<file path="src/rtl/legv8_multicycle_ctrl.sv">
// Multi-cycle LEGv8 control FSM: fetch/decode/execute/memory/writeback sequencing,
// a memory wait watchdog and a retired-instruction counter.
//   state  | meaning
//   IDLE   | waiting for run
//   FETCH  | instruction read from PC address
//   DECODE | classify opcode, latch class
//   EXEC   | ALU op, branch resolution
//   MEM    | data read/write at ALU address
//   WB     | register file write
//   HALT   | stopped on timeout or illegal opcode, exits only by reset
module legv8_multicycle_ctrl #(
    parameter int COUNT_W     = 16,
    parameter int MEM_TIMEOUT = 255
) (
    input  logic               clk,
    input  logic               reset,
    input  logic               run,
    input  logic [10:0]        opcode,
    input  logic               zero,
    input  logic               mem_ready,
    output logic               mem_req,
    output logic               mem_we,
    output logic               addr_sel,
    output logic               ir_write,
    output logic               pc_write,
    output logic               pc_src,
    output logic               reg2loc,
    output logic               alu_src,
    output logic               mem_to_reg,
    output logic               reg_write,
    output logic               link,
    output logic [1:0]         alu_op,
    output logic [2:0]         state,
    output logic               busy,
    output logic               halted,
    output logic               timeout,
    output logic               illegal,
    output logic [COUNT_W-1:0] retired
);

    localparam int WAIT_W = (MEM_TIMEOUT > 1) ? $clog2(MEM_TIMEOUT) : 1;
    localparam logic [WAIT_W-1:0] WAIT_LOAD = WAIT_W'(MEM_TIMEOUT - 1);

    typedef enum logic [2:0] {
        S_IDLE   = 3'd0,
        S_FETCH  = 3'd1,
        S_DECODE = 3'd2,
        S_EXEC   = 3'd3,
        S_MEM    = 3'd4,
        S_WB     = 3'd5,
        S_HALT   = 3'd6,
        S_UNUSED = 3'd7
    } state_t;

    typedef enum logic [3:0] {
        C_NONE, C_R, C_I, C_LD, C_ST, C_CBZ, C_B, C_BL, C_MOVZ
    } cls_t;

    state_t            st, st_nx;
    cls_t              cls_q, dec_cls;
    logic [WAIT_W-1:0] wait_q;
    logic              retire, halt_to, halt_ill, wait_load, wait_dec;

    // B and BL are checked first so their wide don't-care fields cannot alias other classes
    always_comb begin
        dec_cls = C_NONE;
        if (opcode[10:5] == 6'b000101)
            dec_cls = C_B;
        else if (opcode[10:5] == 6'b100101)
            dec_cls = C_BL;
        else if (opcode == 11'b10001011000 || opcode == 11'b11001011000 ||
                 opcode == 11'b10001010000 || opcode == 11'b10101010000)
            dec_cls = C_R;
        else if (opcode[10:1] == 10'b1001000100 || opcode[10:1] == 10'b1101000100)
            dec_cls = C_I;
        else if (opcode == 11'b11111000010)
            dec_cls = C_LD;
        else if (opcode == 11'b11111000000)
            dec_cls = C_ST;
        else if (opcode[10:3] == 8'b10110100)
            dec_cls = C_CBZ;
        else if (opcode[10:2] == 9'b110100101)
            dec_cls = C_MOVZ;
    end

    always_comb begin
        st_nx      = st;
        mem_req    = 1'b0;
        mem_we     = 1'b0;
        addr_sel   = 1'b0;
        ir_write   = 1'b0;
        pc_write   = 1'b0;
        pc_src     = 1'b0;
        reg2loc    = 1'b0;
        alu_src    = 1'b0;
        mem_to_reg = 1'b0;
        reg_write  = 1'b0;
        link       = 1'b0;
        alu_op     = 2'b00;
        halted     = 1'b0;
        retire     = 1'b0;
        halt_to    = 1'b0;
        halt_ill   = 1'b0;
        wait_dec   = 1'b0;
        case (st)
            S_IDLE: if (run) st_nx = S_FETCH;
            S_FETCH: begin
                mem_req = 1'b1;
                if (mem_ready) begin
                    ir_write = 1'b1;
                    pc_write = 1'b1;
                    st_nx    = S_DECODE;
                end else if (wait_q == '0) begin
                    halt_to = 1'b1;
                    st_nx   = S_HALT;
                end else begin
                    wait_dec = 1'b1;
                end
            end
            S_DECODE: begin
                reg2loc = (dec_cls == C_ST) || (dec_cls == C_CBZ);
                if (dec_cls == C_NONE) begin
                    halt_ill = 1'b1;
                    st_nx    = S_HALT;
                end else begin
                    st_nx = S_EXEC;
                end
            end
            S_EXEC: begin
                reg2loc = (cls_q == C_ST) || (cls_q == C_CBZ);
                case (cls_q)
                    C_R:  begin alu_op = 2'b10; st_nx = S_WB; end
                    C_I:  begin alu_op = 2'b10; alu_src = 1'b1; st_nx = S_WB; end
                    C_LD, C_ST: begin alu_src = 1'b1; st_nx = S_MEM; end
                    C_CBZ: begin
                        alu_op   = 2'b01;
                        pc_write = zero;
                        pc_src   = 1'b1;
                        retire   = 1'b1;
                    end
                    C_B:  begin pc_write = 1'b1; pc_src = 1'b1; retire = 1'b1; end
                    C_BL: begin pc_write = 1'b1; pc_src = 1'b1; st_nx = S_WB; end
                    C_MOVZ: begin alu_op = 2'b11; alu_src = 1'b1; st_nx = S_WB; end
                    default: st_nx = S_IDLE;
                endcase
            end
            S_MEM: begin
                mem_req  = 1'b1;
                addr_sel = 1'b1;
                mem_we   = (cls_q == C_ST);
                reg2loc  = (cls_q == C_ST);
                if (mem_ready) begin
                    if (cls_q == C_LD) st_nx = S_WB;
                    else               retire = 1'b1;
                end else if (wait_q == '0) begin
                    halt_to = 1'b1;
                    st_nx   = S_HALT;
                end else begin
                    wait_dec = 1'b1;
                end
            end
            S_WB: begin
                reg_write  = 1'b1;
                mem_to_reg = (cls_q == C_LD);
                link       = (cls_q == C_BL);
                retire     = 1'b1;
            end
            S_HALT: halted = 1'b1;
            default: st_nx = S_IDLE;
        endcase
        if (retire) st_nx = run ? S_FETCH : S_IDLE;
        // watchdog counts down from MEM_TIMEOUT-1; terminal count with no ready halts
        wait_load = (st_nx != st) && (st_nx == S_FETCH || st_nx == S_MEM);
        busy      = (st != S_IDLE) && (st != S_HALT);
        state     = st;
    end

    always_ff @(posedge clk) begin
        if (reset) begin
            st      <= S_IDLE;
            cls_q   <= C_NONE;
            wait_q  <= '0;
            retired <= '0;
            timeout <= 1'b0;
            illegal <= 1'b0;
        end else begin
            st <= st_nx;
            if (st == S_DECODE) cls_q <= dec_cls;
            if (wait_load)     wait_q <= WAIT_LOAD;
            else if (wait_dec) wait_q <= wait_q - WAIT_W'(1);
            if (retire)   retired <= retired + COUNT_W'(1);
            if (halt_to)  timeout <= 1'b1;
            if (halt_ill) illegal <= 1'b1;
        end
    end

endmodule

</file>
<file path="config.mk">
export PLATFORM = sky130hd
export DESIGN_NAME = legv8_multicycle_ctrl
export DESIGN_NICKNAME = d
export VERILOG_FILES = /design/src/rtl/legv8_multicycle_ctrl.sv
export SDC_FILE = /design/constraint.sdc
export NUM_CORES = 1
export LEC_CHECK = 0
export BUFFER_PORTS_ARGS = -buffer_cell sky130_fd_sc_hd__buf_2
export CORE_ASPECT_RATIO = 1.5
export CORE_UTILIZATION = 35
export CTS_CLUSTER_DIAMETER = 150
export CTS_CLUSTER_SIZE = 30
export DETAILED_ROUTE_END_ITERATION = 10
export GPL_TIMING_DRIVEN = 0
export PLACE_DENSITY = 0.61
export SYNTH_ARGS = -nofsm -noshare
export SYNTH_HDL_FRONTEND = slang
export SYNTH_SLANG_ARGS = --single-unit
</file>
<file path="constraint.sdc">
create_clock -name clk -period 2.3 [get_ports clk]
set_input_delay 0.46 -clock clk [delete_from_list [all_inputs] [get_ports clk]]
set_output_delay 0.46 -clock clk [all_outputs]
set_load 0.1 [all_outputs]
</file>
==> results of run 1 <==
-- flip-flops by register name, indices dropped and copies added (netlist names) --
name     flops
illegal      1
state        3
cls_q        4
retired     16
wait_q       8
timeout      1
-- power by group --
part,internal [mW],switching (mW),leakage [nW],total [mW]
sequential,0.680,0.118,0.271,0.798
combinational,0.563,1.09,0.830,1.65
clock,0.270,0.214,0.0542,0.485
-- cell usage in the layout, fill, tap and decap left out, types with 7 or more instances in the layout --
cell      instances
buf_4            10
buf_2            47
a21oi_1          17
clkbuf_8          7
nand2_1          12
xor2_1           15
xnor2_1           8
dfxtp_1          29
nor2_1           36
-- layer usage --
layer,wire length [µm],part of all wire (%),track usage [%],up-vias
met5,0,0,0,-
met1,2210,42,17.9,956
met3,168,3.2,2.84,10
met2,2740,52,32.5,42
met4,120,2.3,9.63,0
li1,-,-,-,1024
-- cells by family after synthesis --
family / count (synthesis) / share of synthesized area (%)
DFF: 33 / 32.0
xor gates and xnor gates: 23 / 9.75
and+or+nand+nor: 126 / 35.4
muxes: 2 / 0.969
adders and majority gates: 3 / 1.82
buffers and inverters: 17 / 4.48
AOI/OAI and AO/OA: 46 / 15.7
-- final cells by class --
cell class              count  area share, %
flip-flops and latches     33           23.8
clock inverters             1          0.177
inverters                   6          0.796
clock buffers               7           3.40
well taps                  70           3.09
plain buffers              11           3.01
multi-input cells         200           52.8
repair buffers             60           13.0
-- cells in the mapped netlist, drive strengths merged (2+ instances only) --
cell / n / area [µm²]
a211oi: 2 / 15.0
a21oi: 18 / 90.1
a22oi: 2 / 15.0
a31oi: 2 / 12.5
and2: 4 / 27.5
and2b: 2 / 15.0
and3: 6 / 37.5
and4: 2 / 17.5
buf: 7 / 55.1
clkbuf: 4 / 15.0
dfxtp: 33 / 661
ha: 3 / 37.5
inv: 6 / 22.5
mux2i: 2 / 20.0
nand2: 14 / 57.6
nand2b: 5 / 31.3
nand3: 4 / 20.0
nand3b: 2 / 15.0
nand4: 6 / 37.5
nor2: 42 / 158
nor2b: 7 / 43.8
nor3: 8 / 40.0
nor3b: 6 / 45.0
nor4: 3 / 37.5
nor4b: 5 / 65.1
o2111ai: 2 / 17.5
o21a: 2 / 15.0
o21ai: 6 / 30.0
o22ai: 3 / 25.0
or2: 2 / 12.5
or3: 2 / 12.5
or3b: 3 / 26.3
xnor2: 8 / 70.1
xor2: 15 / 131
-- stage by stage --
stage          utilization (%)  TNS [ns]
2_1_floorplan                -     -2.25
3_3_place_gp              45.1    -0.604
3_5_place_dp              45.1    -0.589
4_1_cts                   48.2    -0.115
5_1_grt                   50.8    -0.101
6_report                  50.8  -0.00274
-- worst max-delay path by stage --
| stage | end | depth (start not counted) | slack (ns) |
|---|---|---|---|
| detailed placement | reg2loc | 8 | -0.38 |
| finish | reg2loc | 7 | -0.003 |
| global route | reg2loc | 7 | -0.06 |
| global placement | reg2loc | 8 | -0.41 |
| CTS | reg2loc | 7 | -0.10 |
| floorplan | reg2loc | 4 | -0.50 |
-- critical path: cells and delay by family (launching register included) --
family	cells	cell delay [ns]
buffers and inverters	2	0.29
AND/OR/NAND/NOR	4	0.81
AO/OA/AOI/OAI	1	0.08
flip-flops	1	0.35
-- timing repair --
item	4_1_cts	5_1_grt
cloned	0	1
endpoints found under the hold margin	0	0
hold buffers	0	0
resized for setup	18	25
endpoints found under the setup margin	8	21
setup buffers	1	7
pin swaps	0	6
==> flow_summary_export.csv, run 1 <==
group,metric,value,unit
detailed_routing,wirelength,5.24,mm
timing,fin_skew,0.00398,ns
setup_path,cp_max_fo,5,
power,power_leakage,1.16,nW
clocking,cts_buffers,5,
floorplanning,fp-row-count,33,
timing,rsz0062_at_grt,"true",
hold_path,min-delay-start,"reset",
setup_path,r2r-start,"cls_q[2]$_SDFFE_PP0P_",
hold_path,hold_path.class,"in -> reg",
timing,postLayoutSetupSlackWorst,-0.00274,ns
setup_path,crit_type,"reg -> out",
timing,layout_worst_path_cycle_share,100,%
hold_path,hold_depth,2,
outcome,status,"complete, but fails checks",
clocking,cts_tree,"done",
global_route,grt_start_max_net_pins,11,
synth,synth-seq-cells,33,
timing,setup_viol,1,
global_route,grt_pass1_vias,1883,
placed_design,gp_congestion,0.810,
setup_path,max_stage_delay,0.35,ns
detailed_routing,vias,2032,
setup_path,r2r_slack,0.12,ns
layout,antenna_cells,0,
power,p_per_area,1040,nW/µm²
setup_path,reg2regPathDepth,10,
synth,synth_warnings,0,
hold_path,min_to,"state[1]$_SDFF_PP0_",
clocking,clk_pin_slew_worst_paths,0.07,ns
synth,synth_enable_flop_cells,0,
placed_design,port_buffers,51,
clocking,cts-htree-levels,2,
floorplanning,die_area,6220,µm²
clocking,clk-insertion-delay-late,0.29,ns
setup_path,crit_path_end_kind,"primary output",
layout,design_area,2830,µm²
detailed_routing,drt-vias-per-instance,5.24,
setup_path,start_kind,"flop",
clocking,cts.sinks,33,
setup_path,crit_path_cell_trace,"buf_6, and2b_2, and2b_2, o21ai_2, nor3_2, or3_4, buf_12",
placed_design,hpwl,3.89,mm
placed_design,place_area,2510,µm²
synth,synthArstFlopShare,0,%
floorplanning,die_x,64.7,µm
flow_run,cap_violations,0,
floorplanning,start_util,37.1,%
synth,avgSynthCellArea,8.27,µm²
global_route,grt.total_usage,17.3,%
layout,fin_nets,336,
layout,multiInputGateArea,1490,µm²
timing,hold_ws,0.403,ns
layout,final_cells,388,
detailed_routing,drtIter0Drc,105,
setup_path,startpoint,"state[1]$_SDFF_PP0_",
outcome,violations,"negative setup slack",
layout,fill_cells,552,
detailed_routing,ant_nets,0,
placed_design,placed_cells,371,
setup_path,crit_top_cell,"and2b_2",
setup_path,r2r_end,"wait_q[0]$_SDFFE_PP0P_",
synth,yosysSeqAreaShare,32.0,%
floorplanning,dieHeight,96.1,µm
synth,syn_inst,250,
global_route,grt_antenna_before_repair,0,
timing,tightest_slew,0.496,ns
timing,relSlewSlack,67.2,%
synth,synth_fp_nets,269,
synth,syn_area,2070,µm²
clocking,clk_path_buf_depth,2,
setup_path,cp_data_required_time,1.84,ns
power,power,2.93,mW
synth,synth-main-ff-cell,"dfxtp_1",
detailed_routing,wl_per_cell,13.5,µm
timing,slew_viol_final,0,
floorplanning,pin_count,52,
detailed_routing,first_pass_iters,4,
placed_design,place_ws,-0.383,ns
layout,seq_area,673,µm²
setup_path,crit_slowest_cell,"dfxtp_4",
detailed_routing,drcViolationCount,0,
layout,syn_to_final_growth,36.9,%
global_route,gr-total-overflow,0,
timing,max_freq,434,MHz
timing,fin_crit,2.30,ns
power,ir_worst_vdd,0.589,mV
timing,hold_violations,0,
layout,drive_gt1_share,39.6,%
synth,synth_cell_type_count,55,
clocking,cts_root_buf,"clkbuf_8",
global_route,grt_pass1_wl,8.29,mm
floorplanning,core,5570,µm²
setup_path,crit_arrival,1.84,ns
Note: power is estimated with default switching activity, not from simulation.
==> run 2: changes to the inputs <==
--- a/config.mk
+++ b/config.mk
@@ -7,12 +7,13 @@
 export LEC_CHECK = 0
 export BUFFER_PORTS_ARGS = -buffer_cell sky130_fd_sc_hd__buf_2
 export CORE_ASPECT_RATIO = 1.5
-export CORE_UTILIZATION = 35
+export CORE_MARGIN = 10
+export CORE_UTILIZATION = 45
 export CTS_CLUSTER_DIAMETER = 150
 export CTS_CLUSTER_SIZE = 30
 export DETAILED_ROUTE_END_ITERATION = 10
 export GPL_TIMING_DRIVEN = 0
-export PLACE_DENSITY = 0.61
+export PLACE_DENSITY = 0.74
 export SYNTH_ARGS = -nofsm -noshare
 export SYNTH_HDL_FRONTEND = slang
 export SYNTH_SLANG_ARGS = --single-unit
==> run 2 against run 1 <==
  * The flow still finishes with violations (negative setup slack)
  * Worst hold slack improved by 0.014 ns
  * Die area increased by 25%
  * Highest routed layer unchanged
  * Combinational power about the same
  * Power decreased by 1.4%
==> flow_summary_export.csv, run 2 (synthesis results as in run 1) <==
group,metric,value,unit
setup_path,cp_max_fo,10,
setup_path,r2r_slack,0.06,ns
setup_path,crit_top_cell,"and2b_2",
timing,slew_viol_final,0,
timing,layout_worst_path_cycle_share,103,%
setup_path,startpoint,"state[1]$_SDFF_PP0_",
global_route,grt_pass1_wl,9.07,mm
timing,relSlewSlack,66.8,%
hold_path,hold_path.class,"in -> reg",
setup_path,endpoint,"reg2loc",
timing,rsz0062_at_grt,"true",
global_route,grt.total_usage,14.6,%
clocking,postCtsHoldBufs,0,
floorplanning,dieHeight,103,µm
power,p_sw_share,49.6,%
timing,max_freq,421,MHz
clocking,cts_root_buf,"clkbuf_8",
setup_path,cp_data_required_time,1.84,ns
global_route,grt_pass1_vias,1992,
layout,drive_gt1_share,40.8,%
setup_path,crit_type,"reg -> out",
clocking,clk-insertion-delay-late,0.29,ns
floorplanning,die_area,7760,µm²
power,seq_power_share,27.4,%
power,p_switching,1.43,mW
power,ir_worst_vdd,0.461,mV
detailed_routing,wirelength,5.76,mm
setup_path,crit_slowest_cell,"or3_4",
clocking,clk_path_buf_depth,2,
detailed_routing,wl_per_cell,15.6,µm
setup_path,r2r_end,"wait_q[0]$_SDFFE_PP0P_",
timing,hold_violations,0,
layout,largest_register,"retired",
layout,mostFrequentLayoutCell,"buf_2",
setup_path,crit_path_end_kind,"primary output",
timing,finalSetupTns,-0.0779,ns
floorplanning,pin_count,52,
floorplanning,core,4500,µm²
detailed_routing,ant_nets,0,
detailed_routing,drtIter0Drc,128,
layout,final_cell_mix,"buf_2 (44), nor2_1 (37), dfxtp_1 (28), a21oi_1 (17)",
global_route,grt_start_max_net_pins,11,
floorplanning,start_util,45.9,%
power,power_leakage,1.16,nW
timing,tightest_slew,0.494,ns
setup_path,crit_arrival,1.92,ns
placed_design,gp_congestion,0.883,
layout,fin_nets,339,
clocking,clk_pin_slew_worst_paths,0.07,ns
layout,antenna_cells,0,
timing,fin_crit,2.38,ns
flow_run,cap_violations,0,
layout,syn_to_final_growth,36.0,%
setup_path,start_kind,"flop",
setup_path,crit_path_cell_trace,"buf_6, and2b_2, and2b_2, o21ai_4, nor3_2, or3_4, buf_12",
setup_path,reg2regPathDepth,10,
layout,final_cells,369,
outcome,status,"complete, but fails checks",
placed_design,place_area,2490,µm²
global_route,grt_antenna_before_repair,0,
timing,setup_viol,1,
power,p_int,1.46,mW
layout,largest_register_ff_count,16,
clocking,cts-htree-levels,2,
outcome,violations,"negative setup slack",
placed_design,port_buffers,51,
layout,top_regs,"retired (16), wait_q (8), cls_q (4)",
floorplanning,die_x,75.3,µm
floorplanning,fp-row-count,30,
timing,postLayoutSetupSlackWorst,-0.0779,ns
detailed_routing,first_pass_iters,4,
clocking,cts_tree,"done",
setup_path,max_stage_delay,0.38,ns
timing,fin_skew,0.00596,ns
global_route,gr-total-overflow,0,
detailed_routing,vias,2061,
detailed_routing,drt-vias-per-instance,5.59,
layout,fill_cells,400,
power,p_per_area,1030,nW/µm²
power,power.clock.fraction,14.7,%
detailed_routing,drcViolationCount,0,
clocking,cts_buffers,5,
placed_design,hpwl,4.15,mm
clocking,cts.sinks,33,
power,comb_power_share,57.9,%
layout,design_area,2810,µm²
setup_path,r2r-start,"cls_q[2]$_SDFFE_PP0P_",
placed_design,placed_cells,349,
==> run 2: worst max-delay path, delay by kind of cell, from the launching register on <==
kind / cells / cell delay, ns
and+or+nand+nor: 4 / 0.88
DFF: 1 / 0.35
buffers and inverters: 2 / 0.30
AOI/OAI and AO/OA: 1 / 0.08
==> run 2: final cells by class <==
cell class / instances / area, µm² / share of cell area, %
Clock inverter: 2 / 10.0 / 0.356
Multi-Input combinational cell: 200 / 1500 / 53.2
Timing Repair Buffer: 63 / 390 / 13.9
Inverter: 6 / 22.5 / 0.801
Tap cell: 48 / 60.1 / 2.14
Sequential cell: 33 / 674 / 24.0
Buffer: 11 / 85.1 / 3.03
Clock buffer: 6 / 72.6 / 2.58
==> run 2: power by group through the flow <==
stage | clock [mW] | sequential [mW] | combinational [mW]
2_1_floorplan | 0 | 0.977 | 1.10
3_3_place_gp | 0 | 0.794 | 1.51
3_5_place_dp | 0 | 0.800 | 1.53
4_1_cts | 0.433 | 0.788 | 1.56
5_1_grt | 0.453 | 0.806 | 1.80
6_report | 0.425 | 0.792 | 1.67
==> run 2: per-layer routing <==
layer | share of wire, % | up-vias | track usage (%)
li1 | - | 1028 | -
met1 | 37 | 965 | 15.3
met2 | 54 | 56 | 26.1
met3 | 6.2 | 12 | 4.05
met4 | 2.1 | 0 | 6.46
met5 | 0 | - | 0
==> run 2: worst min-delay path by stage <==
stage,start,to,cells after the start
after floorplan,reset,state[1]$_SDFF_PP0_,1
after global placement,timeout$_SDFFE_PP0P_,timeout$_SDFFE_PP0P_,2
after detailed placement,timeout$_SDFFE_PP0P_,timeout$_SDFFE_PP0P_,2
after CTS,reset,state[1]$_SDFF_PP0_,2
after global routing,reset,state[1]$_SDFF_PP0_,2
final,reset,state[1]$_SDFF_PP0_,2
==> run 2: what timing repair did <==
| action | in CTS | in global routing |
|---|---|---|
| resized for setup | 18 | 27 |
| setup endpoints to repair | 6 | 20 |
| setup buffers | 1 | 11 |
| pin swaps | 0 | 6 |
==> run 2: stage by stage <==
| stage | setup slack, ns | util, % | power, mW | hold slack, ns |
|---|---|---|---|---|
| final | -0.0779 | 62.4 | 2.89 | 0.417 |
| after global routing | -0.125 | 62.4 | 3.06 | 0.420 |
| after CTS | -0.103 | 58.6 | 2.78 | 0.405 |
| after detailed placement | -0.418 | 55.2 | 2.33 | 0.452 |
| after global placement | -0.424 | 55.2 | 2.31 | 0.444 |
| after floorplan | -0.502 | - | 2.07 | 0.522 |
==> run 3: changes to the inputs <==
--- a/config.mk
+++ b/config.mk
@@ -14,6 +14,7 @@
 export DETAILED_ROUTE_END_ITERATION = 10
 export GPL_TIMING_DRIVEN = 0
 export PLACE_DENSITY = 0.74
+export SKIP_LAST_GASP = 1
 export SYNTH_ARGS = -nofsm -noshare
 export SYNTH_HDL_FRONTEND = slang
 export SYNTH_SLANG_ARGS = --single-unit
==> run 3 against run 2 <==
  * The run still ends with negative setup slack left
  * Critical path depth is the same
  * Non-clock buffer count is the same
  * Die area is the same
  * Largest power group unchanged
  * Count of clock-buffer cells in the layout is the same
  * Clock power is essentially flat
==> flow_summary_export.csv, run 3 (synthesis results as in run 1) <==
group,metric,value,unit
outcome,status,"complete, but fails checks",
outcome,violations,"negative setup slack",
setup_path,crit_arrival,1.91,ns
timing,fin_skew,0.00174,ns
setup_path,start_kind,"flop",
detailed_routing,drt-vias-per-instance,5.51,
placed_design,port_buffers,51,
layout,top_regs,"retired (16), wait_q (8), cls_q (4)",
global_route,grt.total_usage,14.5,%
detailed_routing,drcViolationCount,0,
setup_path,path_delay_family,"simple AND/OR/NAND/NOR gates",
timing,slew_viol_final,0,
setup_path,reg2regPathDepth,10,
timing,relSlewSlack,66.3,%
clocking,cts_tree,"done",
detailed_routing,wl_met2,3.07,mm
power,ir_worst_vdd,0.466,mV
global_route,grt_pass1_wl,9.00,mm
global_route,grt_start_max_net_pins,11,
layout,drive_gt1_share,40.2,%
timing,finalSetupTns,-0.0718,ns
timing,postLayoutSetupSlackWorst,-0.0695,ns
setup_path,critPathBufInv,2,
clocking,postCtsHoldBufs,0,
setup_path,cp_max_fo,10,
layout,syn_to_final_growth,35.4,%
layout,fin_nets,339,
clocking,cts_buffers,5,
floorplanning,die_x,75.3,µm
detailed_routing,dr_wl_met3,366,µm
setup_path,cp_num_cells,7,
layout,fill_cells,402,
layout,largest_register,"retired",
floorplanning,core,4500,µm²
setup_path,crit_top_cell,"and2b_2",
placed_design,gp_congestion,0.883,
floorplanning,start_util,45.9,%
placed_design,hpwl,4.15,mm
clocking,cts.sinks,33,
timing,hold_violations,0,
setup_path,crit_type,"reg -> out",
layout,final_cell_mix,"buf_2 (45), nor2_1 (37), dfxtp_1 (28), a21oi_1 (17)",
timing,rsz0062_at_grt,"true",
timing,fin_crit,2.37,ns
timing,setup_viol,2,
global_route,gr-total-overflow,0,
clocking,cts_root_buf,"clkbuf_8",
layout,multiInputGateArea,1490,µm²
global_route,grt_pass1_vias,1984,
power,p_per_area,1030,nW/µm²
timing,max_freq,422,MHz
global_route,grt_antenna_before_repair,0,
setup_path,max_stage_delay,0.38,ns
power,power_leakage,1.16,nW
detailed_routing,first_pass_iters,4,
hold_path,hold_depth,2,
clocking,cts-htree-levels,2,
detailed_routing,drtIter0Drc,127,
floorplanning,pin_count,52,
hold_path,hold_path.class,"in -> reg",
timing,layout_worst_path_cycle_share,103,%
clocking,clk-insertion-delay-late,0.29,ns
flow_run,cap_violations,0,
layout,seq_area,674,µm²
clocking,clk_pin_slew_worst_paths,0.07,ns
setup_path,cp_data_required_time,1.84,ns
detailed_routing,wl_per_cell,15.6,µm
layout,largest_register_ff_count,16,
layout,postLayoutCoreUtil,62.1,%
setup_path,crit_slowest_cell,"or3_4",
floorplanning,die_area,7760,µm²
detailed_routing,wirelength,5.74,mm
timing,tightest_slew,0.502,ns
setup_path,crit_path_end_kind,"primary output",
detailed_routing,met1_length,2.15,mm
detailed_routing,vias,2035,
layout,antenna_cells,0,
setup_path,crit_path_cell_trace,"buf_6, and2b_2, and2b_2, o21ai_4, nor3_2, or3_4, buf_12",
floorplanning,fp-row-count,30,
layout,mostFrequentLayoutCell,"buf_2",
detailed_routing,ant_nets,0,
clocking,clk_path_buf_depth,2,
floorplanning,dieHeight,103,µm
detailed_routing,top_layer,"met4",
## run 3: cell count changes in the layout (fill, tap and decap cells not counted), sizes merged
cell,before,now
buf,66,67
clkbuf,14,13
## run 3: where the power goes
| part | internal, mW | switching [mW] | leakage (nW) | total (mW) |
|---|---|---|---|---|
| Sequential | 0.681 | 0.111 | 0.272 | 0.792 |
| Combinational | 0.560 | 1.10 | 0.843 | 1.66 |
| Clock | 0.209 | 0.213 | 0.0450 | 0.422 |
| Total | 1.45 | 1.42 | 1.16 | 2.87 |
## run 3: worst paths after layout
| check | from | endpoint | slack [ns] |
|---|---|---|---|
| setup reg to reg | cls_q[2]$_SDFFE_PP0P_ | wait_q[0]$_SDFFE_PP0P_ | 0.06 |
| hold / removal | reset | state[1]$_SDFF_PP0_ | 0.41 |
| hold reg to reg | timeout$_SDFFE_PP0P_ | timeout$_SDFFE_PP0P_ | 0.46 |
| setup / recovery | state[1]$_SDFF_PP0_ | reg2loc | -0.07 |
## run 3: per-layer routing
layer | GRT usage, % | vias up
met5 | 0 | -
met4 | 7.17 | 0
met3 | 4.05 | 13
met2 | 25.5 | 50
met1 | 15.2 | 946
li1 | - | 1026
## run 3: metrics by stage
| step | instance area [µm²] | hold WS, ns | cells | total power [mW] | setup WS, ns |
|---|---|---|---|---|---|
| 2_1_floorplan | 2170 | 0.522 | 250 | 2.07 | -0.502 |
| 3_3_place_gp | 2490 | 0.444 | 349 | 2.31 | -0.424 |
| 3_5_place_dp | 2490 | 0.452 | 349 | 2.33 | -0.418 |
| 4_1_cts | 2620 | 0.405 | 358 | 2.78 | -0.139 |
| 5_1_grt | 2800 | 0.420 | 369 | 3.05 | -0.132 |
| 6_report | 2800 | 0.409 | 369 | 2.87 | -0.0695 |
## run 3: cell type report
cell class	instances	share of cell area, %
flip-flops and latches	33	24.1
well taps	48	2.15
repair buffers	63	13.9
plain buffers	11	3.04
inverters	6	0.805
multi-input cells	200	53.1
clock buffers	6	2.59
clock inverters	2	0.358
## run 3: repair_timing
| item | 4_1_cts | 5_1_grt |
|---|---|---|
| cloned | 0 | 0 |
| setup endpoints to repair | 6 | 20 |
| pin swaps | 0 | 5 |
| gates resized for setup | 13 | 29 |
| buffers inserted | 1 | 11 |
